## config.mk

```make
export PLATFORM = sky130hd
export DESIGN_NAME = mm_feed_scheduler
export DESIGN_NICKNAME = d
export VERILOG_FILES = /design/src/rtl/mm_pkg.sv /design/src/rtl/nRegisterChain.sv /design/src/rtl/mm_feed_scheduler.sv
export SDC_FILE = /design/constraint.sdc
export NUM_CORES = 1
export LEC_CHECK = 0
export ABC_AREA = 1
export CAP_MARGIN = 10
export CORE_UTILIZATION = 38
export CTS_CLUSTER_SIZE = 24
export DETAILED_ROUTE_END_ITERATION = 6
export SETUP_SLACK_MARGIN = 0.15
export SKIP_CTS_REPAIR_TIMING = 1
export SYNTH_ARGS = -nofsm -noshare
export SYNTH_HDL_FRONTEND = slang
export SYNTH_SLANG_ARGS = --single-unit
```

## constraint.sdc

```tcl
create_clock -name Clock -period 2.35 [get_ports Clock]
set_clock_uncertainty 0.05 [all_clocks]
set_input_delay 0.235 -clock Clock [delete_from_list [all_inputs] [get_ports Clock]]
set_output_delay 0.235 -clock Clock [all_outputs]
set_load 0.005 [all_outputs]
```

## src/rtl/mm_pkg.sv

```systemverilog
// mm_pkg: shared state encoding and drain length for the matrix-multiply feed scheduler
package mm_pkg;
  typedef enum logic [1:0] {ST_IDLE, ST_FEED, ST_DRAIN, ST_DONE} state_t;
  function automatic int drain_cycles(input int n);
    return 2 * n - 1;
  endfunction
endpackage

```

## src/rtl/nRegisterChain.sv

```systemverilog
// nRegisterChain: fixed-depth register delay line without reset
module nRegisterChain #(
  parameter int W = 16,
  parameter int DEPTH = 1
) (
  input  logic         clk,
  input  logic [W-1:0] d_i,
  output logic [W-1:0] q_o
);
  logic [W-1:0] r_q [DEPTH];
  always_ff @(posedge clk) begin
    r_q[0] <= d_i;
    for (int j = 1; j < DEPTH; j++) r_q[j] <= r_q[j-1];
  end
  assign q_o = r_q[DEPTH-1];
endmodule

```

## src/rtl/mm_feed_scheduler.sv

```systemverilog
// mm_feed_scheduler: pulls k_len beats into skewed systolic lanes, then drains and signals done
module mm_feed_scheduler
  import mm_pkg::*;
#(
  parameter int W = 16,
  parameter int N = 4,
  parameter int CW = 8
) (
  input  logic           Clock,
  input  logic           Resetn,
  input  logic           start,
  input  logic [CW-1:0]  k_len,
  input  logic           in_valid,
  input  logic [N*W-1:0] in_data,
  output logic           in_ready,
  output logic [N*W-1:0] lane_data,
  output logic [N-1:0]   lane_valid,
  output logic           acc_clear,
  output logic           busy,
  output logic           done
);
  localparam int DW = $clog2(2 * N);
  state_t        state_q;
  logic [CW-1:0] klen_q, beat_q;
  logic [DW-1:0] drain_q;
  logic          clr_q, acc;
  assign in_ready  = state_q == ST_FEED;
  assign busy      = state_q != ST_IDLE;
  assign done      = state_q == ST_DONE;
  assign acc_clear = clr_q;
  assign acc       = in_ready && in_valid;
  always_ff @(posedge Clock) begin
    if (!Resetn) begin
      state_q <= ST_IDLE;
      klen_q  <= '0;
      beat_q  <= '0;
      drain_q <= '0;
      clr_q   <= 1'b0;
    end else begin
      clr_q <= 1'b0;
      case (state_q)
        ST_IDLE: if (start) begin
          klen_q  <= k_len;
          beat_q  <= '0;
          clr_q   <= 1'b1;
          state_q <= (k_len == '0) ? ST_DONE : ST_FEED;
        end
        ST_FEED: if (in_valid) begin
          beat_q <= beat_q + 1'b1;
          if (beat_q == klen_q - 1'b1) begin
            state_q <= ST_DRAIN;
            drain_q <= DW'(drain_cycles(N));
          end
        end
        ST_DRAIN: if (drain_q == '0) state_q <= ST_DONE;
                  else drain_q <= drain_q - 1'b1;
        default: state_q <= ST_IDLE;
      endcase
    end
  end
  for (genvar i = 0; i < N; i++) begin : g_lane
    logic [W-1:0] din, dout;
    logic [i:0]   v_q;
    assign din = acc ? in_data[i*W +: W] : '0;
    nRegisterChain #(.W(W), .DEPTH(i + 1)) u_chain (.clk(Clock), .d_i(din), .q_o(dout));
    // valid runs alongside the data chain so reset can flush in-flight slots
    always_ff @(posedge Clock) v_q <= Resetn ? (i + 1)'({v_q, acc}) : '0;
    assign lane_valid[i]       = v_q[i];
    assign lane_data[i*W +: W] = v_q[i] ? dout : '0;
  end
endmodule

```

# Yosys cells after proc, flatten, opt, wreduce, memory -nomap -nowiden
# Memory sizes are Yosys's and may differ from the RTL's.
# Index checks and enable logic that the tools add are counted.
[classes]
n_eq_ne = 9
bitwise = 0
mux = 22
addsub = 3
shift = 0
n_reduce_logical = 12
multipliers = 0
div = 0
n_lt_le_gt_ge = 0
[ops]
columns = ["op", "count"]
rows = [
  ["$mux 16", 8],
  ["$mux 8", 2],
  ["$pmux 8 s2", 1],
  ["$mux 2", 5],
  ["$mux 3", 3],
  ["$add 8x1->8 const B", 1],
  ["$eq 8x8->1", 1],
  ["$logic_not 8->1", 1],
  ["$ne 2x2->1 const B", 4],
  ["$reduce_and 4->1", 2],
  ["$sub 8x1->8 const B", 1],
  ["$pmux 2 s3", 1],
  ["$pmux 3 s2", 1],
  ["$reduce_bool 2->1", 3],
  ["$eq 2x2->1 const B", 2],
  ["$reduce_and 2->1", 2],
  ["$logic_not 3->1", 1],
  ["$reduce_and 3->1", 1],
  ["$sub 3x1->3 const B", 1],
  ["$eq 2x1->1 const B", 1],
  ["$logic_not 2->1", 1],
  ["$ne 2x1->1 const B", 1],
  ["$logic_and 1x1->1", 1],
  ["$mux 1", 1],
]
[word_totals]
mem_bits_ro = 0
n_memories = 4
elab_cells = 59
latch_bits = 0
ram_bits = 160
ff_bits = 32
[mem_list]
columns = ["memory", "depth", "width", "read_ports", "rd_clocked_by_memory_dff", "wr", "line_no", "rtl"]
rows = [
  ["g_lane[3].u_chain.r_q", 4, 16, 4, 0, 4, "nRegisterChain.sv:10", "logic [W-1:0] r_q [DEPTH];"],
  ["g_lane[2].u_chain.r_q", 3, 16, 3, 0, 3, "nRegisterChain.sv:10", ""],
  ["g_lane[1].u_chain.r_q", 2, 16, 2, 0, 2, "nRegisterChain.sv:10", ""],
  ["g_lane[0].u_chain.r_q", 1, 16, 1, 0, 1, "nRegisterChain.sv:10", ""],
]

# Depth between registers and ports, before layout
[depth]
word_depth = 5
mapped_depth = 15
depth_no_buf = 15

# Modules after synthesis
# From an unflattened synthesis, not the netlist that was laid out.
[hier_totals]
hier_cells = 689
area_unflattened_um2 = 5990.7
[modules_own_cells]
columns = ["mod", "cells_per_inst", "instances", "area_per_inst_um2", "seq_area_each_um2"]
rows = [
  ["mm_feed_scheduler", 497, 1, 2547.4, 520.5],
  ["nRegisterChain at g_lane[3].u_chain", 64, 1, 1281.2, 1281.2],
  ["nRegisterChain at g_lane[2].u_chain", 64, 1, 1081.0, 960.9],
  ["nRegisterChain at g_lane[1].u_chain", 48, 1, 760.7, 640.6],
  ["nRegisterChain at g_lane[0].u_chain", 16, 1, 320.3, 320.3],
]

# Worst setup path after synthesis
# No wires, ideal clock.
[synth_timing]
path_type = "reg2reg"
start = "register klen_q[0]"
end = "register drain_q[0]"
t_required_ns = 2.180
arrival_time_ns = 1.557
setup_ns = 0.120
synth_period_minus_slack_ns = 1.727
setup_slack_ns = 0.623
stages_incl_launch_ff = 15
path_buffers = 0
path_cell_list = "dfxtp_1 -> inv_1 -> ha_1 -> nand2_1 -> inv_1 -> nor2_1 -> nand3_1 -> nor2_4 -> nand3_2 -> nor2_2 -> nand2_1 -> nand2_2 -> nand2_1 -> nand2_1 -> a21oi_1"
[synth_between]
elab_chain_len = 4
[synth_lines]
columns = ["element", "line_no", "rtl"]
rows = [
  ["from (decl)", "mm_feed_scheduler.sv:24", "logic [CW-1:0] klen_q, beat_q;"],
  ["from (signal assigned)", "mm_feed_scheduler.sv:43", "klen_q <= k_len;"],
  ["$sub 8x1->8", "mm_feed_scheduler.sv:50", "if (beat_q == klen_q - 1'b1) begin"],
  ["$eq 8x8->1", "mm_feed_scheduler.sv:50", ""],
  ["$ne 2x1->1 (no source line)", "--", ""],
  ["$reduce_and 4->1 (no source line)", "--", ""],
  ["to (signal assigned)", "mm_feed_scheduler.sv:52", "drain_q <= DW'(drain_cycles(N));"],
  ["to (signal assigned)", "mm_feed_scheduler.sv:56", "else drain_q <= drain_q - 1'b1;"],
  ["to (decl)", "mm_feed_scheduler.sv:25", "logic [DW-1:0] drain_q;"],
]
# No other way between the ends.
# A chain may end at the register's enable or synchronous reset.

# Final worst setup path
[layout_timing]
start = "register state_q[0]"
end = "output port busy"
[layout_between]
elab_chain_len = 1
[layout_lines]
columns = ["element", "line_no", "rtl"]
rows = [
  ["from (decl)", "mm_feed_scheduler.sv:23", "state_t state_q;"],
  ["from (signal assigned)", "mm_feed_scheduler.sv:46", "state_q <= (k_len == '0) ? ST_DONE : ST_FEED;"],
  ["$reduce_bool 2->1", "mm_feed_scheduler.sv:28", "assign busy = state_q != ST_IDLE;"],
  ["to (decl)", "mm_feed_scheduler.sv:19", "output logic busy,"],
]
# No other way between the ends.

==> impl_metrics.toml <==
[place]
hpwl_mm = 7.83
dp_cells = 966
gp_congestion = 0.813
port_buffers = 147

[clock_tree]
cts_tree = "built"
cts_max_level = 4
clk_path_buf_depth = 2
cts_root_buf = "clkbuf_16"
cts_made_buffers = 17
insertion_delay_ns = 0.41
clkSinkCount = 186
cts.clk_slew.worst_paths_ns = 0.06

[routing]
ant_nets = 0
wl_met2_mm = 5.05
drc = 0
wl_met3_um = 865
wl_per_cell_um = 10.9
vias_per_cell = 4.08
drt-met1-wl_mm = 4.73
drtIter0Drc = 155
route.vias.total = 4059
dr.pass1.iters = 4
drt_wl_total_mm = 10.8
routed.top_layer = "met4"

[floorplan]
die-area_sq_um = 15500
die_w_um = 125
rows = 44
start_util_pct = 39.1
fp.dieH_um = 125
ios = 148
core_sq_um = 14600

[layout]
ff_latch_area_sq_um = 3730
syn_to_final_growth_pct = 39.7
fillers = 1311
multi_input_area_sq_um = 1290
antenna_cells = 0
fin_cells = 996
fin_util_pct = 54.6
drive_gt1_share_pct = 6.53
fin_nets = 886
final_cell_mix = "dfxtp_1 (182), inv_1 (162), clkdlybuf4s50_1 (147)"
final_common_cell = "dfxtp_1"

[grt]
grt_max_degree = 66
overflow = 0
grtUsageTotal_pct = 15.2
antenna_found_initial = 0
grt_pass1_vias = 4138
grt_pass1_wl_mm = 18.7

[sta]
clock.fmax_mhz = 478
max_slew_margin_pct = 52.3
period_needed_ns = 2.09
tightestPinTransition_ns = 0.715
setup_viol = 0
period_share_pct = 89.0
drv_slew = 0
hold_slack_ns = 0.274
rsz0062_at_grt = "false"
setup_tns_ns = 0
hold_viol_final = 0

[yosys]
synthFlopType = "dfxtp_1"
avgSynthCellArea_sq_um = 8.78
synth_edf_count = 0
netlist_area_sq_um = 5700
ys_ff_latch = 186
yosysWarningCount = 0
ys_types = 29
synth_nets = 735
yosysSeqAreaShare_pct = 65.3
ys_async_sr_fraction_pct = 0
synth_cells = 650

[setup_path]
worst_setup_path_end_kind = "output port"
max_stage_delay_ns = 0.52
crit_family = "buffers and inverters"
crit_arrival_ns = 1.81
crit_buf_inv = 3
path_class = "flop to output port"
crit_chain = "inv_1 > ha_1 > inv_2 > clkdlybuf4s50_1"
crit_fanout = 6
slowest_stage = "clkdlybuf4s50_1"
cp-start-kind = "flop"
critical_path_required_ns = 2.07

[pwr]
powerDensity_nw_per_um2 = 969
fin_total_pwr_w = 0.00772
p_leak_nw = 3.98
peakVddDrop_uv = 442

[run]
maxCapViolations = 0

[run_status]
run_status = "finished clean"

[hold_path]
hp-class = "flop to flop"
kinds of logic (layout without fill, tap and decap cells):
| kind of cell | Yosys count | count (layout) | share of synthesized area (%) |
|---|---|---|---|
| buffers and inverters | 183 | 345 | 12.1 |
| adder cells (fa/ha/maj) | 9 | 9 | 1.97 |
| AND/OR/NAND/NOR | 232 | 232 | 16.8 |
| XOR/XNOR | 2 | 2 | 0.307 |
| AO/OA/AOI/OAI | 38 | 38 | 3.58 |
| flip-flops | 186 | 186 | 65.3 |
cells in the mapped netlist (2+ instances only):
cell type,n,area [sq um]
dfxtp_1,186,3720
inv_1,163,612
nand2_1,112,420
nor2_1,85,319
a21oi_1,20,100
nand3_1,18,90.1
clkbuf_1,17,63.8
o21ai_0,10,50.1
ha_1,9,113
nor2_2,4,25.0
o21ai_1,3,15.0
nand2_2,2,12.5
nand3_2,2,20.0
nor3_1,2,10.0
or2_2,2,12.5
xor2_1,2,17.5
metrics by stage:
stage               setup slack, ns  area (sq um)
finish                        0.258          7970
CTS                           0.124          7960
floorplan                     0.623          5700
detailed placement            0.392          7360
global placement              0.466          7360
global route                  0.159          7970
routing by layer:
metal / global-route usage, % / up-vias
met1: 16.7 / 1764
met5: 0 / -
li1: - / 2161
met3: 6.66 / 13
met4: 6.95 / 0
met2: 25.1 / 121
report_power, final:
part | switching (W) | internal (W) | total [W]
clock network | 0.00116 | 0.00171 | 0.00287
registers | 0.000162 | 0.00357 | 0.00373
logic | 0.000649 | 0.000468 | 0.00112
total | 0.00197 | 0.00575 | 0.00772
worst reg2reg max path: stages (launching register included):
cell and delay [ns]:
dfxtp_1 0.32, inv_1 0.08, ha_1 0.31, nand2_1 0.07
inv_1 0.03, nor2_1 0.07, nand3_1 0.11, nor2_4 0.12
nand3_2 0.07, nor2_2 0.07, nand2_1 0.06, nand2_2 0.13
nand2_1 0.12, nand2_1 0.10, a21oi_1 0.06
sequential cells by signal, indices dropped and copies added, names as in the netlist:
register,count
state_q,2
beat_q,8
klen_q,8
g_lane.u_chain.r_q,160
g_lane.v_q,4
drain_q,3
acc_clear,1
worst paths after layout:
| path | slack, ns | depth (start not counted) | to | start |
|---|---|---|---|---|
| setup / recovery | 0.26 | 4 | busy | state_q[0] |
| hold / removal | 0.27 | 0 | g_lane[2].u_chain.r_q[0][16] | g_lane[2].u_chain.r_q[0][0] |
| setup reg to reg | 0.46 | 14 | drain_q[0] | klen_q[0] |
| hold reg to reg | 0.27 | 0 | g_lane[2].u_chain.r_q[0][16] | g_lane[2].u_chain.r_q[0][0] |
cell type report:
| class | instances | area share (%) |
|---|---|---|
| Sequential cell | 186 | 46.8 |
| Timing Repair Buffer | 150 | 18.7 |
| Multi-Input combinational cell | 281 | 16.2 |
| Inverter | 165 | 7.77 |
| Clock buffer | 19 | 5.56 |
| Tap cell | 184 | 2.89 |
| Clock inverter | 11 | 2.01 |
Note: power is estimated with default switching activity, not from simulation.
